==> src/rtl/serial_adder.sv <==
// Multi-cycle adder: adds two WIDTH-bit operands DIGIT bits per clock, LSB first,
// through a DIGIT-wide adder with a registered carry; result lands with a done pulse.
module serial_adder #(
  parameter int WIDTH = 8,
  parameter int DIGIT = 1
) (
  input  logic             clk,
  input  logic             rst_n,
  input  logic             start,
  input  logic [WIDTH-1:0] a,
  input  logic [WIDTH-1:0] b,
  input  logic             cin,
  output logic             busy,
  output logic             done,
  output logic [WIDTH-1:0] sum,
  output logic             cout
);

  localparam int N  = WIDTH / DIGIT;
  localparam int CW = $clog2(N + 1);

  generate
    if (WIDTH < 1 || DIGIT < 1 || (WIDTH % DIGIT) != 0) begin : g_bad_params
      $error("serial_adder: DIGIT must be >= 1 and divide WIDTH exactly");
    end
  endgenerate

  typedef enum logic {IDLE, RUN} state_e;

  state_e           state_q, state_d;
  logic [WIDTH-1:0] a_q, a_d, b_q, b_d, s_q, s_d;
  logic             c_q, c_d;
  logic [CW-1:0]    cnt_q, cnt_d;
  logic [WIDTH-1:0] sum_q, sum_d;
  logic             cout_q, cout_d, done_q, done_d;
  logic [DIGIT-1:0] dig;
  logic             dig_c;
  logic             load, last_step;

  function automatic logic [DIGIT:0] digit_add(input logic [DIGIT-1:0] x,
                                               input logic [DIGIT-1:0] y,
                                               input logic             ci);
    return {1'b0, x} + {1'b0, y} + {{DIGIT{1'b0}}, ci};
  endfunction

  assign {dig_c, dig} = digit_add(a_q[DIGIT-1:0], b_q[DIGIT-1:0], c_q);
  assign load         = (state_q == IDLE) && start;
  assign last_step    = (state_q == RUN) && (cnt_q == CW'(N - 1));

  always_ff @(posedge clk or negedge rst_n) begin
    if (!rst_n) state_q <= IDLE;
    else        state_q <= state_d;
  end

  always_comb begin
    state_d = state_q;
    case (state_q)
      IDLE:    if (start)     state_d = RUN;
      RUN:     if (last_step) state_d = IDLE;
      default:                state_d = IDLE;
    endcase
  end

  always_comb begin
    busy = (state_q == RUN);
  end

  // Each step shifts the new digit in at the top so the first digit ends at bit 0.
  always_comb begin
    a_d    = a_q;
    b_d    = b_q;
    s_d    = s_q;
    c_d    = c_q;
    cnt_d  = cnt_q;
    sum_d  = sum_q;
    cout_d = cout_q;
    done_d = 1'b0;
    if (load) begin
      a_d   = a;
      b_d   = b;
      c_d   = cin;
      s_d   = '0;
      cnt_d = '0;
    end else if (state_q == RUN) begin
      a_d   = a_q >> DIGIT;
      b_d   = b_q >> DIGIT;
      s_d   = (s_q >> DIGIT) | (WIDTH'(dig) << (WIDTH - DIGIT));
      c_d   = dig_c;
      cnt_d = cnt_q + CW'(1);
      if (last_step) begin
        sum_d  = s_d;
        cout_d = dig_c;
        done_d = 1'b1;
      end
    end
  end

  // Working operands are always reloaded on start, so they need no reset.
  always_ff @(posedge clk) begin
    a_q <= a_d;
    b_q <= b_d;
    s_q <= s_d;
    c_q <= c_d;
  end

  always_ff @(posedge clk or negedge rst_n) begin
    if (!rst_n) begin
      cnt_q  <= '0;
      sum_q  <= '0;
      cout_q <= 1'b0;
      done_q <= 1'b0;
    end else begin
      cnt_q  <= cnt_d;
      sum_q  <= sum_d;
      cout_q <= cout_d;
      done_q <= done_d;
    end
  end

  assign sum  = sum_q;
  assign cout = cout_q;
  assign done = done_q;

endmodule

==> config.mk <==
export PLATFORM = sky130hd
export DESIGN_NAME = serial_adder
export DESIGN_NICKNAME = d
export VERILOG_FILES = /design/src/rtl/serial_adder.sv
export SDC_FILE = /design/constraint.sdc
export NUM_CORES = 1
export LEC_CHECK = 0
export CAP_MARGIN = 20
export CORE_MARGIN = 2
export CORE_UTILIZATION = 54
export DETAILED_ROUTE_END_ITERATION = 10
export GPL_TIMING_DRIVEN = 0
export PLACE_DENSITY = 0.82
export SLEW_MARGIN = 20
export SYNTH_ARGS = -nofsm -noshare
export SYNTH_HDL_FRONTEND = slang
export SYNTH_SLANG_ARGS = --single-unit
==> constraint.sdc <==
create_clock -name clk -period 3.1 [get_ports clk]
set_clock_uncertainty 0.2 [all_clocks]
set_input_delay 0.93 -clock clk [delete_from_list [all_inputs] [get_ports clk]]
set_output_delay 0.93 -clock clk [all_outputs]
set_load 0.1 [all_outputs]
======== After elaboration in Yosys (flattened, before gate mapping) ========
Index checks and enable logic that the tools add are counted.
operators by class
  div/mod/pow operators ................... 0
  add/sub/neg operators ................... 3
  reductions and logical operators ........ 4
  eq/ne operators ......................... 1
  muxes and demuxes ....................... 14
  shift operators ......................... 0
  bitwise gates (word level) .............. 3
  multiply operators ...................... 0
  $lt $le $gt $ge ......................... 0
operators with widths
  operator                                             number
  two-way mux 8 bit                                    4
  two-way mux 4 bit                                    2
  bitwise OR 7 x 8 -> 8 bit                            1
  two-way mux 1 bit                                    7
  adder 4 x 1 -> 4 bit, second input constant          1
  equality test 4 x 3 -> 1 bit, second input constant  1
  AND reduction 3 bit                                  1
  adder 1 x 1 -> 2 bit                                 1
  adder 2 x 1 -> 2 bit                                 1
  logical AND 1 bit                                    2
  NOT 1 bit                                            2
  one-hot mux 1 bit (2 select lines)                   1
  nonzero test 2 bit                                   1
storage, ports and cells
  RAM bits ................................ 0
  output and inout port bits .............. 11
  bits in registers ....................... 40
  memories ................................ 0
  bits in latches ......................... 0
  memory bits (read-only) ................. 0

======== Logic depth before layout (Yosys ltp) ========
Gate-level depths: netlist of run 1.
  word-level depth ........................ 5
  gate-level depth with buffers ........... 5
  depth with buffers taken out ............ 4

======== Least setup slack after synthesis of run 1 ========
Ideal clock, no wire load.
  path kind ............................... register to register
  from .................................... register state_q, in the netlist busy
  to ...................................... register a_q[0], enable pin
  stages on the path, launching flop included .. 4
  path buffers ............................ 1
  data required time ...................... 2,531 ps
  path slack .............................. 799 ps
  setup time .............................. 369 ps
  arrival time ............................ 1,732 ps
  cell sequence ........................... dfrtp_1 > buf_2 > nor2_1 > inv_1
on the way
  word-level cells in the longest chain between the ends .. 3
RTL lines
  item                              line  source
  start, declared                   30    state_e state_q, state_d;
  start signal, assigned            52    else state_q <= state_d;
  NOT 1 bit                         47    assign load = (state_q == IDLE) && start;
  logical AND 1 bit                 47
  nonzero test 2 bit (no line) (*)  -
  end signal, assigned              100   a_q <= a_d;
  end, declared                     31    logic [WIDTH-1:0] a_q, a_d, b_q, b_d, s_q, s_d;
Every way passes the cells marked *; elsewhere a longest branch is shown, timed or not.
A chain may end at the register's enable or synchronous reset.

======== Final worst setup path of run 1 ========
  from .................................... register sum_q[1], in the netlist sum[1]
  to ...................................... output sum[1]
RTL lines
  item                    line  source
  start, declared         34    logic [WIDTH-1:0] sum_q, sum_d;
  start signal, assigned  114   sum_q <= sum_d;
  end, declared           15    output logic [WIDTH-1:0] sum,
No word-level cell between the ends.

==> results of run 1 <==
sequential cells by signal (all words and copies together) (netlist names):
register / count
sum: 8
s_q: 7
busy: 1
done: 1
a_q: 8
b_q: 8
c_q: 1
cout: 1
cnt_q: 4
final timing paths:
| check | start | to | cells after the start |
|---|---|---|---|
| min reg2reg | s_q[7] | s_q[6] | 2 |
| min in group asynchronous | rst_n | sum[0] | 1 |
| max | sum[1] | sum[1] | 1 |
| max in group asynchronous | rst_n | cnt_q[1] | 1 |
| min | s_q[7] | s_q[6] | 2 |
| max reg2reg | busy | a_q[7] | 3 |
routing by layer:
metal / wire length (um) / global-route usage, % / up-vias
met4: 13 / 5.84 / 0
li1: - / - / 450
met2: 1260 / 26.5 / 21
met5: 0 / 0 / -
met1: 1110 / 21.1 / 457
met3: 107 / 5.90 / 2
power by group through the flow:
stage	clock network [mW]	logic (mW)	registers, mW
final	0.237	1.12	0.925
after global routing	0.270	1.19	0.955
after CTS	0.249	1.13	0.929
after detailed placement	0	1.13	0.941
after global placement	0	1.10	0.923
after floorplan	0	0.449	1.35
kinds of logic after synthesis:
logic type	after synthesis	synth area share, %
muxes	25	18.9
xor gates and xnor gates	2	1.07
and+or+nand+nor	22	7.94
adders and majority gates	2	1.99
DFF	39	62.6
buffers and inverters	7	3.67
AOI/OAI and AO/OA	10	3.74
through the flow:
stage / hold slack, ns / instances / area (um2) / worst slack (ns)
2_1_floorplan: 0.244 / 107 / 1640 / 0.799
3_3_place_gp: 0.260 / 167 / 1970 / 0.379
3_5_place_dp: 0.273 / 167 / 1970 / 0.370
4_1_cts: 0.292 / 175 / 2020 / 0.109
5_1_grt: 0.307 / 175 / 2020 / 0.0632
6_report: 0.288 / 175 / 2020 / 0.128
cell usage in the layout (no fill, tap or decap):
master,Yosys,layout
mux2_2,16,16
inv_1,2,2
buf_2,2,2
a22o_1,3,3
clkdlybuf4s50_1,0,28
o21ai_0,7,7
xnor2_1,1,1
nand3_1,1,1
clkinv_2,0,3
fa_1,1,1
xor2_1,1,1
nor2b_4,1,1
mux2_4,8,8
ha_1,1,1
buf_6,2,2
and2_1,2,2
dlygate4sd2_1,0,1
nand4b_2,1,1
nor2_1,2,2
dfrtp_1,15,15
mux2i_1,1,1
edfxtp_1,17,17
dfxtp_1,7,7
nand2_1,7,7
buf_12,1,1
clkbuf_4,0,5
nand2b_1,8,8
area by class of cell:
cell class | count | area (um2)
Sequential cell | 39 | 1030
Fill cell | 206 | 811
Multi-Input combinational cell | 61 | 552
Timing Repair Buffer | 29 | 289
Buffer | 5 | 52.6
Tap cell | 31 | 38.8
Clock buffer | 5 | 37.5
Clock inverter | 3 | 15.0
Inverter | 2 | 7.51
==> summary.md, run 1 <==
| Metric | Value |
|---|---|
| Tot GR Track Use | approximately 17% |
| Cell Chain, Critical Path | clkdlybuf4s50_1 |
| Drt drc | 0 |
| WP data required | 1.97 ns |
| Largest net degree at the start of global routing | 18 |
| Synth cell types | 23 |
| Critical Path Slowest Stage Cell | clkdlybuf4s50_1 |
| Net Switching | between 0.9 and 1 mW |
| Ant. Diodes | 0 |
| Worst-Skew Late Latency | 0.33 ns |
| Delay-heaviest family, CP | buffers and inverters |
| DR WL/cell | 14.2 um |
| Initial detailed-routing violation count | 7 |
| Vias in the first global route | 948 |
| CTS root buffer | clkbuf_4 |
| Max Cap Viol | 0 |
| Pint | between 1 and 1.5 mW |
| Critical Path Max Stage Delay | 1.15 ns |
| Post-cts sizing count | 1 |
| Clock power share | 10.4% |
| Minimum clock period | 2.97 ns |
| IO buf count | 29 |
| Vias | between 900 and 1000 |
| Final cycle utilization of the critical path | 95.9% |
| Crit path max fanout | 2 |
| WL final | 2.48 mm |
| Nets | 165 |
| Reg2reg setup slack | 1.23 ns |
| Flops & latches, synth | 39 |
| Postcts setup bufs | 0 |
| Syn Nets | 129 |
| Area grow syn2layout | 23.2% |
| Switching Fraction | 42.5% |
| Peak Freq | 337 MHz |
| Seq pwr share | around two fifths |
| Pins Over Slew Limit | 0 |
| Slew HR | 34.0% |
| Starting Density | 57.9% |
| Wire length of the first global-routing pass | 4.15 mm |
| # IOs | 31 |
| Cell taking the most area after synthesis | edfxtp_1 |
| Post-layout util | between 70% and 80% |
| Top FF cell, synth | edfxtp_1 |
| Commonest cells post-synth | edfxtp_1 (17), mux2_2 (16), dfrtp_1 (15), mux2_4 (8), nand2b_1 (8) |
| Routed Antenna Nets | 0 |
| Via density | 5.31 |
| Cells after Synth | 107 |
| Antenna violations before repair | 0 |
| Kind of critical path | flip-flop to output pin |
| CP bufs+invs | 1 |
| Clk buf depth | 2 |
| Cts hold-fix bufs | 0 |
| GRT overflow | 0 |
| Crit path DAT | about 1.8 ns |
| Clock sink count | 39 |
| Hold Violations, Final | 0 |
| Setup violations, final | 0 |
| Synth top area share | between 30% and 40% |
| Share of post-route cells with drive strength above 1 | 27.1% |
| Post-synthesis area per instance | 15.3 um2 |
| Drt pass-1 iters | 3 |
| DP HPWL | around 1.8 mm |
| Register area share after synthesis | between 60% and 70% |
| Tot Pwr | 2.28 mW |
| Ys Warns | 0 |
| PD cells | 1130 mW/mm2 |
| Worst Tran Pin Value | just under 1 ns |
| Comb power frac | between 40% and 50% |
| Die X | 59.1 um |
| Status | finished clean |
| Peak VDD IR | 0.000466 V |
| Unrepaired setup endpoints after global routing | false |
| CTS tree | yes |
| Cts bufs inserted | 5 |
| Hold WC Path Type | flip-flop to flip-flop |
| Die Span Y | 59.1 um |
| Std cell rows | 19 |
| Top cells by area, synth | edfxtp_1 (31%), dfrtp_1 (23%), mux2_2 (11%) |
| Area of the mapped netlist | approximately 0.0016 mm2 |
| Async set or reset register ratio after synthesis | 38.5% |
| Core footprint | 0.00283 mm2 |
| Setup_tns | 0 ns |
| RD Place Congestion | 0.698 |
| Post-synth EDFFs | 17 |
| Die area | 0.00349 mm2 |
| Type of destination of the critical path | output pin |
| H-tree depth | 2 |
| Leakage | 0.859 nW |
| Crit start category | flip-flop |
| Count leader, synth | edfxtp_1 |
| Clock-pin slew on the worst setup and hold paths | 0.11 ns |
Power figures use the tool's default switching activity.
==> inputs of run 2 (changes only) <==
--- a/config.mk
+++ b/config.mk
@@ -11,6 +11,7 @@
 export DETAILED_ROUTE_END_ITERATION = 10
 export GPL_TIMING_DRIVEN = 0
 export PLACE_DENSITY = 0.82
+export SETUP_SLACK_MARGIN = 0.3
 export SLEW_MARGIN = 20
 export SYNTH_ARGS = -nofsm -noshare
 export SYNTH_HDL_FRONTEND = slang
==> run 2 against run 1 <==
Against the previous run:
- first-iteration DRC count up 43%
- cell count unchanged
- maximum frequency up 11%
- critical endpoint unchanged
- global-route usage stayed put
- sequential power hardly changed
- worst hold slack hardly changed
- routed wire length fell by 0.16%
- critical path depth is the same
- flip-flop and latch count is the same
- largest cell class unchanged
==> summary.md, run 2 (synthesized netlist as in run 1, its figures left out) <==
| Metric | Value |
|---|---|
| Status | finished clean |
| IO buf count | 29 |
| Clock power share | 10.6% |
| Worst R2R Start | busy |
| Net Switching | 0.966 mW |
| Drt drc | 0 |
| Clk buf depth | 2 |
| Pins Over Slew Limit | 0 |
| Leakage | roughly 0.89 nW |
| Die Span Y | 59.1 um |
| Tot Pwr | 2.24 mW |
| Peak Freq | around 370 MHz |
| Hold_ws | a little under 0.3 ns |
| Fill cells | 209 |
| Critical Path Slowest Stage Cell | dlygate4sd2_1 |
| WL final | about 2.5 mm |
| Tot GR Track Use | 16.6% |
| PD cells | 1120 mW/mm2 |
| Ant. Diodes | 0 |
| Most common cell after layout, fill and taps aside | clkdlybuf4s50_1 |
| Delay-heaviest family, CP | buffers and inverters |
| Type of destination of the critical path | output pin |
| CP startpoint | sum[1] |
| Antenna violations before repair | 0 |
| Slew HR | roughly 36% |
| Die X | 59.1 um |
| Routed Antenna Nets | 0 |
| Hold Crit Start | s_q[7] |
| Hold WC Path Type | flip-flop to flip-flop |
| Die area | between 0.003 and 0.004 mm2 |
| CTS tree | yes |
| Clock-pin slew on the worst setup and hold paths | ~0.11 ns |
| Pint | 1.27 mW |
| Std cell rows | 19 |
| Vias in the first global route | 945 |
| Cts hold-fix bufs | 0 |
| Cell Chain, Critical Path | dlygate4sd2_1 |
| Crit start category | flip-flop |
| Most frequent cells in the layout | clkdlybuf4s50_1 (18), edfxtp_1 (17), mux2_2 (16) |
| H-tree depth | 2 |
| Unrepaired setup endpoints after global routing | false |
| CP bufs+invs | 1 |
| Starting Density | 57.9% |
| WP data required | between 1.5 and 2 ns |
| Kind of critical path | flip-flop to output pin |
| Share of post-route cells with drive strength above 1 | between 20 and 30% |
| RD Place Congestion | 0.698 |
| Post-cts sizing count | 11 |
| Area grow syn2layout | 22.2% |
| Vias | between 900 and 1000 |
| Minimum clock period | 2.68 ns |
| Seq pwr share | 41.2% |
| Clock sink count | 39 |
| Wire length of the first global-routing pass | 4.15 mm |
| # IOs | 31 |
| Area of the multi-input gates | ~550 um2 |
| Cts bufs inserted | 5 |
| Register Area | 0.00103 mm2 |
| Setup violations, final | 0 |
| Hold Violations, Final | 0 |
| Core footprint | 0.00283 mm2 |
| Nets | 165 |
| Worst Tran Pin Value | 0.969 ns |
| Setup_tns | 0 ns |
| Postcts setup bufs | 0 |
| Switching Fraction | 43.2% |
| Initial detailed-routing violation count | 10 |
| Max Cap Viol | 0 |
| Comb power frac | 48.2% |
| GRT overflow | 0 |
| Worst-Skew Late Latency | about 0.32 ns |
| Crit path DAT | 1.55 ns |
| Critical Path Max Stage Delay | 0.86 ns |
| Via density | approximately 5.3 |
| Drt pass-1 iters | 4 |
| Largest net degree at the start of global routing | 18 |
| DR WL/cell | between 10 and 15 um |
| Final cycle utilization of the critical path | a little under 90% |
| Peak VDD IR | 0.000468 V |
| DP HPWL | roughly 1.8 mm |
| Crit path max fanout | 2 |
| CTS root buffer | clkbuf_4 |
run 2: changes by cell type in the layout (fill, tap and decap cells not counted):
cell,before,now
clkbuf_2,0,1
dlygate4sd2_1,1,10
clkdlybuf4s50_1,28,18
run 2: layout make-up:
| class | count | area share (%) |
|---|---|---|
| Tap cell | 31 | 1.94 |
| Multi-Input combinational cell | 61 | 27.6 |
| Timing Repair Buffer | 29 | 13.6 |
| Inverter | 2 | 0.375 |
| Clock buffer | 5 | 1.88 |
| Buffer | 5 | 2.63 |
| Sequential cell | 39 | 51.2 |
| Clock inverter | 3 | 0.750 |
run 2: per-layer routing:
| layer | global-route usage [%] | wire, um | share of wire (%) |
|---|---|---|---|
| met5 | 0 | 0 | 0 |
| met1 | 20.9 | 1100 | 44 |
| met3 | 5.90 | 113 | 4.6 |
| met2 | 26.7 | 1260 | 51 |
| met4 | 5.84 | 13 | 0.52 |
run 2: metrics by stage:
step	instance area (um2)	cells	utilization, %	setup WS (ns)
3_3_place_gp	1970	167	69.5	0.379
3_5_place_dp	1970	167	69.5	0.370
6_report	2000	175	70.8	0.417
4_1_cts	2010	175	70.9	0.283
5_1_grt	2000	175	70.8	0.349
2_1_floorplan	1640	107	-	0.799
run 2: tightest hold or removal path: cells and delay by family (launching register included):
family           cells  cell delay [ns]
flip-flops           1             0.34
AO/OA/AOI/OAI        1             0.06
AND/OR/NAND/NOR      1             0.05
run 2: final timing paths:
kind,endpoint,slack [ns],cells past startpoint
min reg2reg,s_q[6],0.29,2
max,sum[1],0.42,1
min in group asynchronous,sum[0],0.80,1
max reg2reg,a_q[7],1.23,3
min,s_q[6],0.29,2
max in group asynchronous,cnt_q[1],1.47,1
run 2: power groups by stage:
stage	logic, mW	registers [mW]	clock network [mW]
after floorplan	0.449	1.35	0
after global placement	1.10	0.923	0
final	1.08	0.922	0.237
after CTS	1.09	0.927	0.249
after global routing	1.15	0.953	0.270
after detailed placement	1.13	0.941	0
